<file path="src/rtl/seg7_pkg.sv">
// seg7_pkg: shared anode codes, blank patterns and state encoding for the seven-segment digit driver
package seg7_pkg;
  localparam logic [3:0] DIG3 = 4'b0111;
  localparam logic [3:0] DIG2 = 4'b1011;
  localparam logic [3:0] DIG1 = 4'b1101;
  localparam logic [3:0] DIG0 = 4'b1110;
  localparam logic [3:0] BLANK_AN = 4'b1111;
  localparam logic [6:0] SEG_BLANK = 7'h7F;
  typedef enum logic {IDLE = 1'b0, PEND = 1'b1} state_t;
endpackage

</file>
<file path="src/rtl/seg7_hex_decode.sv">
// seg7_hex_decode: combinational hex nibble to active-low segment pattern, seg[0]=a .. seg[6]=g
module seg7_hex_decode (
  input  logic [3:0] nib,
  output logic [6:0] seg
);
  // one pattern per hex value
  always_comb begin
    case (nib)
      4'h0: seg = 7'h40;
      4'h1: seg = 7'h79;
      4'h2: seg = 7'h24;
      4'h3: seg = 7'h30;
      4'h4: seg = 7'h19;
      4'h5: seg = 7'h12;
      4'h6: seg = 7'h02;
      4'h7: seg = 7'h78;
      4'h8: seg = 7'h00;
      4'h9: seg = 7'h10;
      4'hA: seg = 7'h08;
      4'hB: seg = 7'h03;
      4'hC: seg = 7'h46;
      4'hD: seg = 7'h21;
      4'hE: seg = 7'h06;
      default: seg = 7'h0E;
    endcase
  end
endmodule

</file>
<file path="src/rtl/seg7_digit_driver.sv">
// seg7_digit_driver: per-digit cathode driver with frame-aligned double-buffered display value
module seg7_digit_driver
  import seg7_pkg::*;
(
  input  logic        clk,
  input  logic        rst,
  input  logic [3:0]  an_in,
  input  logic        load,
  input  logic [15:0] data_in,
  input  logic [3:0]  dp_in,
  input  logic        lz_en,
  output logic        ready,
  output logic [3:0]  an_out,
  output logic [6:0]  seg,
  output logic        dp,
  output logic        an_err
);
  state_t      state_q, state_d;
  logic [15:0] disp_q, disp_d, shadow_q, shadow_d, eff;
  logic [3:0]  disp_dp_q, disp_dp_d, shadow_dp_q, shadow_dp_d, eff_dp, an_out_q, an_out_d, nib;
  logic [6:0]  seg_q, seg_d, hex_seg;
  logic        dp_q, dp_d, an_err_q, an_err_d;
  logic        frame_start, legal, accept, direct, commit, z3, z2, z1, blank;
  logic [1:0]  k;

  seg7_hex_decode u_dec (.nib(nib), .seg(hex_seg));

  // handshake, frame-start commit with same-cycle bypass, digit select and blanking
  always_comb begin
    frame_start = an_in == DIG3;
    legal = an_in inside {DIG3, DIG2, DIG1, DIG0};
    accept = load && state_q == IDLE;
    direct = accept && frame_start;
    commit = frame_start && (direct || state_q == PEND);
    eff = direct ? data_in : commit ? shadow_q : disp_q;
    eff_dp = direct ? dp_in : commit ? shadow_dp_q : disp_dp_q;
    k = an_in == DIG3 ? 2'd3 : an_in == DIG2 ? 2'd2 : an_in == DIG1 ? 2'd1 : 2'd0;
    nib = eff[{k, 2'b00} +: 4];
    z3 = eff[15:12] == 4'h0;
    z2 = z3 && eff[11:8] == 4'h0;
    z1 = z2 && eff[7:4] == 4'h0;
    blank = lz_en && (k == 2'd3 ? z3 : k == 2'd2 ? z2 : k == 2'd1 ? z1 : 1'b0);
    state_d = (accept && !frame_start) ? PEND : frame_start ? IDLE : state_q;
    shadow_d = (accept && !frame_start) ? data_in : shadow_q;
    shadow_dp_d = (accept && !frame_start) ? dp_in : shadow_dp_q;
    disp_d = commit ? eff : disp_q;
    disp_dp_d = commit ? eff_dp : disp_dp_q;
    an_out_d = legal ? an_in : BLANK_AN;
    seg_d = (!legal || blank) ? SEG_BLANK : hex_seg;
    dp_d = legal ? ~eff_dp[k] : 1'b1;
    an_err_d = an_err_q || !legal;
  end

  // state, value buffers and registered pin drive
  always_ff @(posedge clk) begin
    if (rst) begin
      state_q <= IDLE;
      disp_q <= '0;
      disp_dp_q <= '0;
      shadow_q <= '0;
      shadow_dp_q <= '0;
      an_out_q <= BLANK_AN;
      seg_q <= SEG_BLANK;
      dp_q <= 1'b1;
      an_err_q <= 1'b0;
    end else begin
      state_q <= state_d;
      disp_q <= disp_d;
      disp_dp_q <= disp_dp_d;
      shadow_q <= shadow_d;
      shadow_dp_q <= shadow_dp_d;
      an_out_q <= an_out_d;
      seg_q <= seg_d;
      dp_q <= dp_d;
      an_err_q <= an_err_d;
    end
  end

  assign ready = state_q == IDLE;
  assign an_out = an_out_q;
  assign seg = seg_q;
  assign dp = dp_q;
  assign an_err = an_err_q;
endmodule

</file>
<file path="config.mk">
export PLATFORM = sky130hd
export DESIGN_NAME = seg7_digit_driver
export DESIGN_NICKNAME = d
export VERILOG_FILES = /design/src/rtl/seg7_pkg.sv /design/src/rtl/seg7_hex_decode.sv /design/src/rtl/seg7_digit_driver.sv
export SDC_FILE = /design/constraint.sdc
export NUM_CORES = 1
export LEC_CHECK = 0
export BUFFER_PORTS_ARGS = -buffer_cell sky130_fd_sc_hd__buf_2
export CAP_MARGIN = 25
export CORE_MARGIN = 2
export CORE_UTILIZATION = 60
export DETAILED_ROUTE_END_ITERATION = 16
export PLACE_DENSITY = 0.83
export SYNTH_ARGS = -nofsm -noshare
export SYNTH_HDL_FRONTEND = slang
export SYNTH_HIERARCHICAL = 1
export SYNTH_SLANG_ARGS = --single-unit
</file>
<file path="constraint.sdc">
create_clock -name clk -period 6.8 [get_ports clk]
set_input_delay 1.36 -clock clk [delete_from_list [all_inputs] [get_ports clk]]
set_output_delay 1.36 -clock clk [all_outputs]
set_load 0.01 [all_outputs]
</file>
* Word level (Yosys, flattened, before mapping)
Memories as Yosys holds them, arrays and structs flattened. A register that Yosys moved wholly into a read port is not among the register bits. Cells that the tools add are included. Widths: inputs -> output; s select.
Storage, ports and cells: register bits after elaboration 47, bits in latches 0, bits in writable memories 0, bits in read-only memories 112, input bits 28, output and inout bits 14, word-level logic and storage cells 54, memories kept 1
Memory list:
- (name not given) | depth 16, bits a word 7, rd ports 1, clocked after memory_dff 1, wr ports 0, line seg7_hex_decode.sv:8 | case (nib)
Operators by class: $add $sub $neg 0, multiply operators 0, divide/modulo/power cells 0, order comparisons 1, eq/ne operators 7, shifts and indexed selects 1, mux-type cells 14, bitwise operators 3, reduce and logical (&&, ||, !) cells 19
Operator list (number):
- $mux 16 | 2
- $shiftx 16x5->4 | 1
- $eq 4x4->1 const B | 3
- $logic_not 4->1 | 3
- $mux 4 | 2
- $logic_and 1x1->1 | 7
- $mux 1 | 7
- $eq 2x2->1 const B | 2
- $eq 4x3->1 const B | 1
- $mux 2 | 2
- $reduce_bool 4->1 | 1
- $reduce_or 2->1 | 2
- $logic_or 1x1->1 | 3
- $lt 2x3->1 const B | 1
- $not 1->1 | 3
- $bmux 1 s2 | 1
- $eq 2x1->1 const B | 1
- $logic_not 1->1 | 2
- $reduce_bool 2->1 | 1

* Logic depth before layout (Yosys ltp)
word-level depth 16, mapped depth 15, gate-level depth less buffers 12

* Modules after synthesis
Netlist, hierarchy kept.
By module, submodules not included:
- seg7_digit_driver | times used 1, cells each 314, area an instance 2645.0 sq um, sequential area each 1081.0 sq um
- seg7_hex_decode | times used 1, cells each 32, area an instance 275.3 sq um, sequential area each 0.0 sq um

* Worst setup path before layout
No wires, ideal clock.
path kind input -> register, start input port an_in[0], end register seg_q[3] (netlist: seg[3]), setup time 0.129 ns, data arrival time 3.595 ns, data required time 6.671 ns, path slack 3.076 ns, stages on the path 13, path buffers 2, path through and4b_1 buf_6 buf_8 a31oi_1 o221ai_2 mux2i_1 mux2_2 inv_1 ha_1 inv_1 mux4_1 nor3_1 o31ai_1
Between the ends: elaborated cells on any way between the ends 29, those cells by class 7 x eq/ne; 1 x shift; 8 x mux; 13 x reduce/logical
RTL lines:
- from (decl) | line seg7_digit_driver.sv:7 | input logic [3:0] an_in,
- $eq 4x3->1 | line seg7_digit_driver.sv:30, seg7_digit_driver.sv:37
- $logic_and 1x1->1 | line seg7_digit_driver.sv:33 | direct = accept && frame_start;
- $logic_or 1x1->1 | line seg7_digit_driver.sv:34 | commit = frame_start && (direct || state_q == PEND);
- $logic_and 1x1->1 | line seg7_digit_driver.sv:34
- $mux 16 (2 in series) | line seg7_digit_driver.sv:35 | eff = direct ? data_in : commit ? shadow_q : disp_q;
- $shiftx 16x5->4 (*) | line seg7_digit_driver.sv:38 | nib = eff[{k, 2'b00} +: 4];
- net nib[0] | line seg7_digit_driver.sv:20 | logic [3:0] disp_dp_q, disp_dp_d, shadow_dp_q, shadow_dp_d, eff_dp, an_out_q, an_out_d, nib;
- to (decl) | line seg7_digit_driver.sv:21 | logic [6:0] seg_q, seg_d, hex_seg;
Mark *: on every way through the listed nets, which the timed path passes. The rest lies on a longest branch. A chain may end at the register's enable or synchronous reset.

* Worst setup path after layout
start input port an_in[3], end register seg_q[3] (netlist: seg[3])
Same word-level chain as after synthesis.

==> summary.txt <==
Min path
  • Hold path startpoint: shadow_q[2]
  • Hold path cells: 2
  • WHS Endpoint: shadow_q[2]
  • HP Class: flop to flop

Critical path
  • Startpoint types: input port
  • Crit path cell chain: buf_2 -> nand4b_1 -> nor2_1 -> o22ai_1 -> mux2i_1 -> mux2_2 -> inv_1 -> ha_1 -> inv_1 -> mux4_1 -> nor3_1 -> o31ai_1
  • R2R cell count: 10
  • Slowest stage delay, CP: between 700 and 800 ps
  • RR Endpoint: seg[3]
  • Crit Path Max Fanout: 20
  • FF-to-FF Start: state_q
  • Slowest CP cell: nand4b_1
  • Critical Path AT: roughly 4600 ps
  • Crit Path Class: input port to flop
  • CP delay by family, top: simple AND/OR/NAND/NOR gates
  • CP required: around 7000 ps
  • FF-to-FF setup slack: 3780 ps
  • Worst path buffer plus inverter count: 3
  • Crit. End Element: flop
  • CP most frequent cell: inv_1

Floorplanning
  • DIE AREA: approximately 5400 um^2
  • Die Y: 73.77 um
  • Core ar.: about 4700 um^2
  • Initial Util: between 60% and 70%
  • Die X: approximately 74 um
  • IO Pins: 42
  • Row Count: 25

Layout
  • Area grow syn2layout: 8.441%
  • Most frequent cells in the layout: 54 x dfxtp_1, 52 x nand2_1, 43 x nor2_1, 42 x buf_2, 25 x a21oi_1
  • Post-Layout Inst Area: about 3200 um^2
  • Commonest non-fill, non-tap cell in the layout: dfxtp_1
  • Fill cells: 375
  • Nets: between 400 and 500
  • # diodes: 0
  • Share of cells above drive strength 1: a little under a fifth
  • Fin cells: 438

STA
  • Max Clk Rate: approximately 230 MHz
  • Worst Skew: between 3 and 4 ps
  • Final Cycle Share: 64.67%
  • Setup violations, final: 0
  • Hold Vio Cnt, Final: 0
  • Post-route minimum period: about 4400 ps
  • Slew Limit Fails: 0
  • Max-slew headroom: between 30% and 40%
  • Unrepaired setup endpoints after global routing: false
  • Worst hold slack: around 460 ps
  • Actual slew at the worst max-slew pin: 961.8 ps
  • Total negative slack: 0 ps

Clock tree
  • Clock transition at path regs: ~90 ps
  • CTS Buf Count: 5
  • Clock Latency Late Sink: roughly 300 ps
  • CTS tree: built
  • Post-CTS setup buffers: 0
  • CTS hold repair buffers: 0
  • CTS Buffer Depth: 2
  • CTS root buf: clkbuf_8
  • Clk sinks: between 50 and 60
  • CTS H-tree depth: 2
  • Post-cts resize count: 0

Synthesis
  • Ys async rst share: 0%
  • Syn_area_per_cell: between 8 and 9 um^2
  • Synth top area cells: dfxtp_1 37%, nand2_1 6.7%, nor2_1 5.5%
  • Synth Cell Area: 2920 um^2
  • Synth Flop Type: dfxtp_1
  • Post-synthesis sequential area ratio: about 37%
  • Share of the synthesized area in the top cell type: 37.02%
  • Cell variety after synth: 57
  • Leading area contributor after synthesis: dfxtp_1
  • Synthesized instance count: 346
  • Mapped Nets: ~380
  • Post-synth EDFFs: 0
  • Post-synthesis register bit count: between 50 and 60
  • Ys Warns: 6

Global route
  • Vias in the first global route: 2300
  • Largest net degree at the start of global routing: 55
  • Total GRT Usage: about a quarter
  • Number of antenna violations at the first check in global routing: 0
  • First-pass GRT wire length: 10780 um
  • GR Overflow Total: 0

Routing
  • Via count: around 2500
  • Final Routed Wirelength: between 6000 and 7000 um
  • Drt pass-1 iters: 4
  • Residual DRC: 0
  • Remaining antenna violation count: 0
  • Vias/cell: approximately 5.7
  • Initial detailed-routing violation count: 213
  • Drt wl/cell: 15.04 um

Pwr
  • Leak Pwr: about 1.3 nW
  • Maximum VDD drop: ~0.090 mV
  • Total power: approximately 0.66 mW
  • PwrDens: approximately 210 nW/um^2

Placement
  • # placed instances: ~430
  • Cell Area, Placed: around 3000 um^2
  • Routability cong.: 0.8517
  • Port Buffers: 41
  • DP HPWL: about 4500 um

Outcome
  • Status: finished, final reports clean

Flow run
  • Max Cap Viol: 0
-- per-stage QoR --
| step | util [%] | setup slack (ps) |
|---|---|---|
| finish | 67.05 | 2402 |
| global route | 67.05 | 2124 |
| CTS | 65.88 | 2118 |
| detailed placement | 63.63 | 1850 |
| global placement | 63.52 | 2022 |
| floorplan | - | 3076 |
-- power breakdown --
group | internal (mW) | switching (mW)
sequential | 0.330 | 0.00821
clock | 0.110 | 0.101
combinational | 0.0417 | 0.0661
total | 0.482 | 0.175
-- Yosys cell counts (7+ instances only) --
| cell | instances |
|---|---|
| dfxtp_1 | 54 |
| nand2_1 | 52 |
| nor2_1 | 43 |
| a21oi_1 | 25 |
| inv_1 | 17 |
| a31oi_1 | 14 |
| nor3_1 | 14 |
| mux2i_1 | 13 |
| clkbuf_1 | 9 |
| buf_6 | 7 |
| ha_1 | 7 |
| o31ai_1 | 7 |
-- how the worst max path moves through the flow --
stage	startpoint	to	depth (start not counted)
2_1_floorplan	an_in[0]	seg[3]	13
3_3_place_gp	an_in[3]	seg[0]	13
3_5_place_dp	an_in[3]	seg[3]	12
4_1_cts	an_in[3]	seg[3]	12
5_1_grt	an_in[3]	seg[3]	12
6_report	an_in[3]	seg[3]	12
-- registers in the layout, summed over array words and instances, names as in the netlist --
| name | cells |
|---|---|
| an_err | 1 |
| an_out | 4 |
| disp_dp_q | 4 |
| disp_q | 16 |
| dp | 1 |
| seg | 7 |
| shadow_dp_q | 4 |
| shadow_q | 16 |
| state_q | 1 |
-- area by class of cell --
type / instances / area, um^2 / area share, %
clock buffers: 7 / 76.32 / 2.410
clock inverters: 1 / 30.03 / 0.9482
inverters: 17 / 63.81 / 2.015
multi-input cells: 248 / 1567 / 49.47
flip-flops and latches: 54 / 1081 / 34.14
well taps: 67 / 83.83 / 2.647
repair buffers: 44 / 265.3 / 8.376
-- layer usage --
layer / track usage (%) / wire length (um)
met4: 8.889 / 85
met3: 3.841 / 273
met2: 40.08 / 3245
met5: 0 / 0
met1: 34.97 / 2984
-- cells by family (layout without fill, tap and decap cells) --
kind of cell | after synthesis | after routing | synth area share, %
adder cells (fa/ha/maj) | 7 | 7 | 2.999
XOR/XNOR | 1 | 1 | 0.3000
multiplexers | 18 | 18 | 6.898
AND/OR/NAND/NOR | 142 | 142 | 22.92
buffers and inverters | 44 | 69 | 9.340
AO/OA/AOI/OAI | 80 | 80 | 20.52
flip-flops | 54 | 54 | 37.02
-- tightest hold or removal path, stage by stage (launching register included) --
cell     delay (ps)
dfxtp_1         320
nand2_1          50
a21oi_1          50
Power figures use the tool's default switching activity.
